[config.mk]
export PLATFORM = sky130hd
export DESIGN_NAME = control_sequencer
export DESIGN_NICKNAME = d
export VERILOG_FILES = /design/src/rtl/control_sequencer.sv
export SDC_FILE = /design/constraint.sdc
export NUM_CORES = 1
export LEC_CHECK = 0
export CAP_MARGIN = 10
export CORE_ASPECT_RATIO = 1.1
export CORE_MARGIN = 4
export CORE_UTILIZATION = 45
export CTS_CLUSTER_SIZE = 25
export DETAILED_ROUTE_END_ITERATION = 12
export PLACE_DENSITY = 0.95
export SLEW_MARGIN = 40
export SYNTH_ARGS = -nofsm -noshare
export SYNTH_HDL_FRONTEND = slang
export SYNTH_SLANG_ARGS = --single-unit
[constraint.sdc]
create_clock -name clk -period 2.57 [get_ports clk]
set_input_delay 0.514 -clock clk [delete_from_list [all_inputs] [get_ports clk]]
set_output_delay 0.514 -clock clk [all_outputs]
set_load 0.02 [all_outputs]
[src/rtl/control_sequencer.sv]
// -----------------------------------------------------------------------------
// control_sequencer
//
// Fetch/decode/execute sequencer that sits directly after the instruction
// register (IR). It generates all datapath strobes for a simple 16-bit machine:
// the instruction fetch request, IR load, PC increment/load, register-file
// addresses and write enable, ALU operation and a sign-extended immediate.
//
// Moore style: strobes are decoded from the state register. The one input that
// reaches an output combinationally is zero_flag, which gates pc_load for a
// BZ instruction in EXECUTE.
//
// Instruction format (ir_out): op=[15:12] rd=[11:8] rs=[7:4] rt=[3:0]
//   0 NOP, 1 ADD, 2 SUB, 3 AND, 4 OR, 5 XOR, 6 LDI, 7 JMP, 8 BZ,
//   9..E illegal (fault, then behaves as NOP), F HALT.
//
// State flow: RST -> FETCH -> LOAD_IR -> DECODE -> EXECUTE -> [WRITEBACK]
//             -> FETCH ; HALT is terminal (left only through reset).
//
// Parameters
//   WIDTH    instruction/data width (field positions assume WIDTH >= 16)
//   TIMEOUT  FETCH cycles without mem_ack before a fault (1 .. 2**TMO_W-1)
//   TMO_W    width of the fetch timeout counter
//
// Ports
//   clk        in   system clock, rising edge
//   reset      in   asynchronous, active-low; forces RST and zero outputs
//   ir_out     in   current instruction from the IR
//   mem_ack    in   instruction valid on bus (looked at in FETCH only)
//   zero_flag  in   ALU zero flag (looked at in EXECUTE for BZ)
//   step       in   single-step request (only with SINGLE_STEP_EN)
//   mem_req    out  instruction read request
//   ir_en      out  IR load enable pulse
//   pc_inc     out  PC increment pulse
//   pc_load    out  PC load pulse (JMP, or BZ with zero_flag set)
//   pc_target  out  latched ir[11:0]
//   rf_ra      out  latched rs
//   rf_rb      out  latched rt
//   rf_wa      out  latched rd
//   rf_we      out  register-file write enable pulse (WRITEBACK)
//   alu_op     out  latched ALU op (0 PASS_IMM, 1 ADD .. 5 XOR)
//   imm_out    out  latched sign-extended ir[7:0]
//   halted     out  1 while in HALT
//   fault      out  sticky fetch-timeout / illegal-opcode indication
//
// Build option
//   SINGLE_STEP_EN  when defined, adds the step input and a STEP_WAIT state:
//                   each instruction starts only after a rising edge on step.
//                   Edges seen while an instruction is running are dropped.
// -----------------------------------------------------------------------------
module control_sequencer #(
  parameter int WIDTH   = 16,
  parameter int TIMEOUT = 255,
  parameter int TMO_W   = 8
) (
  input  logic             clk,
  input  logic             reset,
  input  logic [WIDTH-1:0] ir_out,
  input  logic             mem_ack,
  input  logic             zero_flag,
`ifdef SINGLE_STEP_EN
  input  logic             step,
`endif
  output logic             mem_req,
  output logic             ir_en,
  output logic             pc_inc,
  output logic             pc_load,
  output logic [11:0]      pc_target,
  output logic [3:0]       rf_ra,
  output logic [3:0]       rf_rb,
  output logic [3:0]       rf_wa,
  output logic             rf_we,
  output logic [2:0]       alu_op,
  output logic [WIDTH-1:0] imm_out,
  output logic             halted,
  output logic             fault
);

  typedef enum logic [2:0] {
    S_RST       = 3'd0,
    S_FETCH     = 3'd1,
    S_LOAD_IR   = 3'd2,
    S_DECODE    = 3'd3,
    S_EXECUTE   = 3'd4,
    S_WRITEBACK = 3'd5,
    S_HALT      = 3'd6,
    S_STEP_WAIT = 3'd7
  } state_t;

  localparam logic [3:0] OP_NOP  = 4'h0;
  localparam logic [3:0] OP_ADD  = 4'h1;
  localparam logic [3:0] OP_XOR  = 4'h5;
  localparam logic [3:0] OP_LDI  = 4'h6;
  localparam logic [3:0] OP_JMP  = 4'h7;
  localparam logic [3:0] OP_BZ   = 4'h8;
  localparam logic [3:0] OP_ILLO = 4'h9;
  localparam logic [3:0] OP_ILHI = 4'hE;
  localparam logic [3:0] OP_HALT = 4'hF;

  // The counter value seen during the TIMEOUT-th consecutive FETCH cycle.
  localparam logic [TMO_W-1:0] TMO_LAST = TMO_W'(TIMEOUT - 1);

  state_t           r_state;
  state_t           w_next;
  state_t           w_idle;          // where an instruction goes when it is done

  logic [TMO_W-1:0] r_tmo;
  logic             r_fault;

  // Fields captured in DECODE and held until the next DECODE.
  logic [3:0]       r_op;
  logic [3:0]       r_rd;
  logic [3:0]       r_rs;
  logic [3:0]       r_rt;
  logic [11:0]      r_target;
  logic [WIDTH-1:0] r_imm;
  logic [2:0]       r_alu_op;

  logic [3:0]       w_ir_op;
  logic [2:0]       w_dec_alu_op;
  logic             w_tmo_hit;
  logic             w_fetch_timeout;
  logic             w_op_writes;
  logic             w_exec_illegal;

  // ---------------------------------------------------------------------------
  // Single-step front end
  // ---------------------------------------------------------------------------
`ifdef SINGLE_STEP_EN
  logic r_step_q;
  logic r_step_qq;
  logic w_step_rise;

  always_ff @(posedge clk or negedge reset) begin
    if (!reset) begin
      r_step_q  <= 1'b0;
      r_step_qq <= 1'b0;
    end else begin
      r_step_q  <= step;
      r_step_qq <= r_step_q;
    end
  end

  // One-cycle pulse; it is only consumed in STEP_WAIT, so edges arriving
  // mid-instruction are simply lost rather than queued.
  assign w_step_rise = r_step_q & ~r_step_qq;
  assign w_idle      = S_STEP_WAIT;
`else
  assign w_idle      = S_FETCH;
`endif

  // ---------------------------------------------------------------------------
  // Decode helpers
  // ---------------------------------------------------------------------------
  assign w_ir_op      = ir_out[15:12];
  assign w_dec_alu_op = ((w_ir_op >= OP_ADD) && (w_ir_op <= OP_XOR)) ? w_ir_op[2:0] : 3'd0;

  assign w_tmo_hit       = (r_tmo == TMO_LAST);
  // An ack in the last allowed cycle still wins over the timeout.
  assign w_fetch_timeout = (r_state == S_FETCH) && !mem_ack && w_tmo_hit;

  // ALU ops and LDI both finish with a register write.
  assign w_op_writes    = (r_op >= OP_ADD) && (r_op <= OP_LDI);
  assign w_exec_illegal = (r_state == S_EXECUTE) && (r_op >= OP_ILLO) && (r_op <= OP_ILHI);

  // ---------------------------------------------------------------------------
  // Process 1: state register
  // ---------------------------------------------------------------------------
  // NOTE: clocked blocks use non-blocking (<=) so every register samples the
  // pre-edge values of the others, independent of block ordering.
  always_ff @(posedge clk or negedge reset) begin
    if (!reset) begin
      r_state <= S_RST;
    end else begin
      r_state <= w_next;
    end
  end

  // ---------------------------------------------------------------------------
  // Fetch timeout counter and sticky fault
  // ---------------------------------------------------------------------------
  // Held at zero outside FETCH, so it is always zero on FETCH entry and idle
  // while waiting for a step.
  always_ff @(posedge clk or negedge reset) begin
    if (!reset) begin
      r_tmo <= '0;
    end else if (r_state == S_FETCH) begin
      r_tmo <= r_tmo + TMO_W'(1);
    end else begin
      r_tmo <= '0;
    end
  end

  always_ff @(posedge clk or negedge reset) begin
    if (!reset) begin
      r_fault <= 1'b0;
    end else if (w_fetch_timeout || w_exec_illegal) begin
      r_fault <= 1'b1;
    end
  end

  // ---------------------------------------------------------------------------
  // Instruction field latch (the IR is valid during DECODE)
  // ---------------------------------------------------------------------------
  always_ff @(posedge clk or negedge reset) begin
    if (!reset) begin
      r_op     <= OP_NOP;
      r_rd     <= '0;
      r_rs     <= '0;
      r_rt     <= '0;
      r_target <= '0;
      r_imm    <= '0;
      r_alu_op <= '0;
    end else if (r_state == S_DECODE) begin
      r_op     <= w_ir_op;
      r_rd     <= ir_out[11:8];
      r_rs     <= ir_out[7:4];
      r_rt     <= ir_out[3:0];
      r_target <= ir_out[11:0];
      r_imm    <= {{(WIDTH-8){ir_out[7]}}, ir_out[7:0]};
      r_alu_op <= w_dec_alu_op;
    end
  end

  // ---------------------------------------------------------------------------
  // Process 2: next-state logic
  // ---------------------------------------------------------------------------
  // NOTE: w_next gets a default before the case so every path assigns it;
  // without that, always_comb would infer a latch.
  always_comb begin
    w_next = r_state;
    case (r_state)
      S_RST:       w_next = w_idle;
      S_FETCH: begin
        if (mem_ack) begin
          w_next = S_LOAD_IR;
        end else if (w_tmo_hit) begin
          w_next = S_HALT;
        end
      end
      S_LOAD_IR:   w_next = S_DECODE;
      S_DECODE:    w_next = S_EXECUTE;
      S_EXECUTE: begin
        if (r_op == OP_HALT) begin
          w_next = S_HALT;
        end else if (w_op_writes) begin
          w_next = S_WRITEBACK;
        end else begin
          // NOP, JMP, BZ and illegal opcodes all go straight back.
          w_next = w_idle;
        end
      end
      S_WRITEBACK: w_next = w_idle;
      S_HALT:      w_next = S_HALT;
`ifdef SINGLE_STEP_EN
      S_STEP_WAIT: begin
        if (w_step_rise) begin
          w_next = S_FETCH;
        end
      end
`endif
      default:     w_next = S_RST;
    endcase
  end

  // ---------------------------------------------------------------------------
  // Process 3: output decode
  // ---------------------------------------------------------------------------
  always_comb begin
    mem_req = 1'b0;
    ir_en   = 1'b0;
    pc_inc  = 1'b0;
    pc_load = 1'b0;
    rf_we   = 1'b0;
    halted  = 1'b0;
    case (r_state)
      S_FETCH:     mem_req = 1'b1;
      S_LOAD_IR: begin
        ir_en  = 1'b1;
        pc_inc = 1'b1;
      end
      S_EXECUTE: begin
        if (r_op == OP_JMP) begin
          pc_load = 1'b1;
        end else if (r_op == OP_BZ) begin
          pc_load = zero_flag;
        end
      end
      S_WRITEBACK: rf_we  = 1'b1;
      S_HALT:      halted = 1'b1;
      default: ;
    endcase
  end

  // Fault shows up already in the EXECUTE cycle of an illegal opcode and then
  // stays set through the sticky register.
  assign fault     = r_fault | w_exec_illegal;

  assign pc_target = r_target;
  assign rf_ra     = r_rs;
  assign rf_rb     = r_rt;
  assign rf_wa     = r_rd;
  assign alu_op    = r_alu_op;
  assign imm_out   = r_imm;

endmodule
==> metrics, run 1 <==
CP endpoint kind=output pin; CP arrival=1.98 ns; initial antenna violation count=0; Pwr per Cell Area=448 nW/um2; final wirelength=~3400 um; routed vias/inst=~4.9; Tot Pwr=between 1000 and 1500 uW; Total Nets Final=220; Routed WL per cell=approximately 14 um; Finished Cell Area=2240 um2; setup TNS=0 ns; synth top area cells=dfrtp_1, buf_4, mux2_2; Hold/Removal Path Class=reg -> reg; Final setup viols=0; Fillers=290; period utilisation layout=between 90% and 100%; Global Route Usage Sum=15.5%; post-synth top area share=around 48%; Port-buffer cells=69; Die X-Extent=about 65 um; minimum clock period=between 2 and 2.5 ns; Seq/Total Area, Yosys=47.6%; worst clock skew=between 0.004 and 0.005 ns; prevailing post-synth register cell=dfrtp_1; core area=approximately 3400 um2; hpwl dp=about 2500 um; final hold violations=0; status=finished clean; Slew @ Worst Pin=roughly 0.54 ns; ant diodes=0; CP delay by family, top=buffers and inverters; post-CTS setup buffer count=0; die area=approximately 4600 um2; Rows=22; register area=around 800 um2; Layout area overhead=37.3%; DR pass1 iterations=4; I/O pin count=70; startpoint types=flip-flop; critical path class=reg -> out; global route hottest layer=met2; Initial DRC Count=65; area leader, netlist=dfrtp_1; maximum clock rate=~400 MHz; max incr delay on CP=approximately 0.55 ns; initial core utilization=between 40% and 50%; GPL Wtd Cong=just under 0.8; Max Buffers Root-to-Sink=2; Net Count, Synth=175; Multi-input gate area=between 500 and 600 um2; largest net degree at the start of global routing=32; post-route ant nets=0; cells after synthesis=about 150; Die Y=a little over 70 um; crit path max-delay cell type=clkdlybuf4s50_1; number of enable flip-flop cells after synthesis=0; Max-slew headroom=about 64%; layout cells sized above 1=between 10% and 20%; vias in the first global route=between 1000 and 1500; CTS buffer count=5; Worst Path Required=about 2.1 ns; leakage power=0.000964 uW; unrepaired setup endpoints after global routing=false; later-pin clock latency in the skew report=between 0.3 and 0.4 ns; Synth cell types=36; GRT overflow=0; CTS tree=built; Root Buffer=clkbuf_4; max-cap violations=0; GR Layer Usage met3=about 6.7%; Avg Cell Area, Syn=between 10 and 15 um2; CTS HTree Levels=2; Cell Chain, Critical Path=or3_1 > a41o_1 > clkdlybuf4s50_1; asr flop ratio synth=100%; clk sinks=31; vias=roughly 1200; maximum resistive drop on vdd=~0.38 mV; post-place instance area=roughly 2200 um2; M2 GR Usage=between 20 and 30%; met1 GRT Util=16.2%; Residual DRC=0; Worst-path clk slew=0.09 ns; first-pass GRT wire length=between 5000 and 6000 um; Final Max Slew Viols=0; synthesized area=1630 um2; worst-path fanout max=6; Seq cells post-synth=31; Yosys warnings=0; crit path buf inv count=1
-- layout by cell type, fill, tap and decap left out, drive strengths merged, types with 3 or more instances in the layout --
master         instances
buf                    3
nand3                  6
or3                    4
clkbuf                 8
inv                    5
nand2                  9
nand3b                 3
clkdlybuf4s50         68
o21ai                  7
nor2                   8
a21oi                  4
mux2                  15
dfrtp                 31
-- cells in the mapped netlist (4+ instances only) --
master   instances
a21oi_1          4
buf_2            5
buf_4           29
dfrtp_1         31
inv_1            5
mux2_2          15
nand2_1          9
nand3_1          6
nor2_1           8
o21ai_0          7
or3_1            4
-- per-layer routing --
layer / part of all wire [%] / up-vias
li1: - / 587
met1: 38 / 588
met2: 54 / 33
met3: 6.7 / 5
met4: 1.1 / 0
met5: 0 / -
-- cell families after synthesis --
logic type / synth area share (%)
simple gates: 13.6
buf+inv: 16.1
flops: 47.6
compound gates: 9.22
mux: 10.4
xor+xnor: 1.61
fa+ha+maj: 1.54
-- worst paths after layout --
| check | start | endpoint | slack, ns | depth (start not counted) |
|---|---|---|---|---|
| setup / recovery | r_op[1] | fault | 0.08 | 3 |
| hold / removal | alu_op[0] | alu_op[0] | 0.49 | 2 |
| setup reg to reg | r_state[2] | alu_op[2] | 0.95 | 2 |
| hold reg to reg | alu_op[0] | alu_op[0] | 0.49 | 2 |
| max in group asynchronous | reset | r_state[2] | 1.70 | 2 |
| min in group asynchronous | reset | r_state[1] | 0.57 | 2 |
-- power by group --
| group | internal, uW | switching (uW) |
|---|---|---|
| Clock | 161 | 160 |
| Combinational | 91.7 | 75.4 |
| Sequential | 499 | 13.5 |
-- flip-flops by register name (all words and copies together), names as in the netlist --
name       count
r_op           4
pc_target      2
r_tmo          8
r_fault        1
rf_ra          3
alu_op         3
rf_wa          4
rf_rb          3
r_state        3
-- worst reg2reg max path, cell delays in order, from the launching register on --
cell and delay, ns:
dfrtp_2 0.47, nand3b_2 0.57, o41ai_1 0.46
-- final cells by class --
type                       instances  area share [%]
clock buffer                       8            3.08
multi-input combinational         83            26.7
tap                               48            2.68
inverter                           5           0.839
sequential                        31            34.7
timing repair buffer              72            32.0
-- metrics by stage --
step	util, %	hold slack [ns]	setup WS (ns)	std cells
floorplan	-	0.218	0.701	153
global placement	63.3	0.461	0.198	239
detailed placement	63.3	0.473	0.172	239
CTS	65.4	0.493	0.0133	247
global route	65.5	0.527	0.00641	247
finish	65.5	0.485	0.0808	247
-- timing repair --
action                     4_1_cts  5_1_grt
setup endpoints to repair        1        2
gates resized for setup          1        2
hold buffers                     0        0
No activity file was read; power rests on OpenSTA's default activity.
==> inputs of run 2 (changes only) <==
GPL_TIMING_DRIVEN = 1   (was not set)
==> results of run 2 <==
The final DEF is identical to that of run 1; final timing and power are the same.
==> inputs of run 3 (changes only) <==
CAP_MARGIN = 5   (was 10)
CORE_UTILIZATION = 42   (was 45)
PLACE_DENSITY = 0.91   (was 0.95)
TNS_END_PERCENT = 30   (was not set)
clock period = 2.45 ns   (was 2.57 ns; I/O delays follow)
==> metrics, run 3 (synthesis gave the netlist of run 1 again) <==
max incr delay on CP=approximately 0.66 ns; hpwl dp=2610 um; slack of the critical path=roughly 0.21 ns; Global Route Usage Sum=14.4%; dpl ws=0.125 ns; Max-slew headroom=a little under two thirds; Fillers=roughly 320; GPL Wtd Cong=0.748; routed vias/inst=just under 5; Residual DRC=0; later-pin clock latency in the skew report=approximately 0.28 ns; Root Buffer=clkbuf_8; final wirelength=between 3000 and 4000 um; crit path buf inv count=3; crit path max-delay cell type=clkdlybuf4s50_1; clk sinks=31; ant diodes=0; I/O pin count=70; Worst Path Required=around 2.0 ns; most common cell after layout, fill and taps aside=clkdlybuf4s50_1; minimum clock period=approximately 2.2 ns; Rows=23; CTS HTree Levels=2; max-cap violations=0; critical path class=reg -> out; fin util=between 60% and 70%; Most flops, register=r_tmo; Finished Cell Area=between 2000 and 2500 um2; initial antenna violation count=0; vias in the first global route=1201; CP endpoint kind=output pin; vias=between 1000 and 1500; CP delay by family, top=buffers and inverters; unrepaired setup endpoints after global routing=false; period utilisation layout=91.5%; die area=approximately 4900 um2; Cell Chain, Critical Path=buf_4 > inv_1 > nor3_1 > clkdlybuf4s50_1; maximum clock rate=446 MHz; GRT overflow=0; first-pass GRT wire length=between 5000 and 6000 um; CTS tree=built; layout cells sized above 1=between 10% and 20%; Initial DRC Count=between 40 and 50; Hold/Removal Path Class=reg -> reg; worst-path fanout max=7; Multi-input gate area=about 600 um2; Routed WL per cell=13.5 um; commonest cells after routing, fill and taps aside=clkdlybuf4s50_1, dfrtp_1, mux2_2; CP arrival=between 1.5 and 2 ns; startpoint types=flip-flop; maximum resistive drop on vdd=around 0.47 mV; register area=slightly below 800 um2; Die X-Extent=between 60 and 70 um; Total Nets Final=222; leakage power=between 0.0009 and 0.001 uW; Final setup viols=0; core area=between 3000 and 4000 um2; Slew @ Worst Pin=around 0.54 ns; CTS Hold Buffers Added=0; status=finished clean; Die Y=73.3 um; initial core utilization=44.2%; Layout area overhead=40.9%; post-place instance area=between 2000 and 2500 um2; Max Buffers Root-to-Sink=2; setup TNS=0 ns; Worst-path clk slew=approximately 0.06 ns; Largest register FFs=8; largest net degree at the start of global routing=32; Tot Pwr=approximately 1200 uW; DR pass1 iterations=4; Pwr per Cell Area=about 530 nW/um2; worst clock skew=0.00753 ns; final hold violations=0; Port-buffer cells=slightly below 70; Final Max Slew Viols=0; CTS buffer count=5; post-route ant nets=0
## run 3: path summary, 6_finish.rpt
| check | from | endpoint | slack, ns | cells after the start |
|---|---|---|---|---|
| max | r_state[1] | pc_inc | 0.21 | 4 |
| min | r_tmo[0] | r_tmo[0] | 0.49 | 1 |
| max reg2reg | r_state[2] | alu_op[2] | 0.81 | 3 |
| min reg2reg | r_tmo[0] | r_tmo[0] | 0.49 | 1 |
| max in group asynchronous | reset | r_tmo[0] | 1.56 | 2 |
| min in group asynchronous | reset | r_state[1] | 0.60 | 2 |
## run 3: what timing repair did
item	CTS	global route
gates resized for setup	1	1
setup endpoints to repair	1	1
buffers inserted	0	0
## run 3: power breakdown
group / total [uW] / internal (uW) / switching (uW)
Sequential: 539 / 525 / 14.4
Combinational: 174 / 96.1 / 78.2
Clock: 510 / 329 / 182
Total: 1220 / 949 / 274
## run 3: layer usage
metal	part of all wire [%]	global-route usage, %	vias to the layer above
li1	-	-	590
met1	37	15.1	596
met2	56	26.1	35
met3	5.7	4.74	7
met4	1.3	5.41	0
met5	0	0	-
## run 3: cell type report
cell class | count | share of cell area, %
tap | 50 | 2.72
multi-input combinational | 83 | 25.8
inverter | 5 | 0.817
clock buffer | 6 | 3.60
clock inverter | 2 | 1.53
timing repair buffer | 74 | 31.8
sequential | 31 | 33.8
## run 3: per-stage QoR
step	hold WS, ns	cells
after floorplan	0.194	153
after global placement	0.462	243
after detailed placement	0.473	243
after CTS	0.490	251
after global routing	0.517	251
final	0.485	251
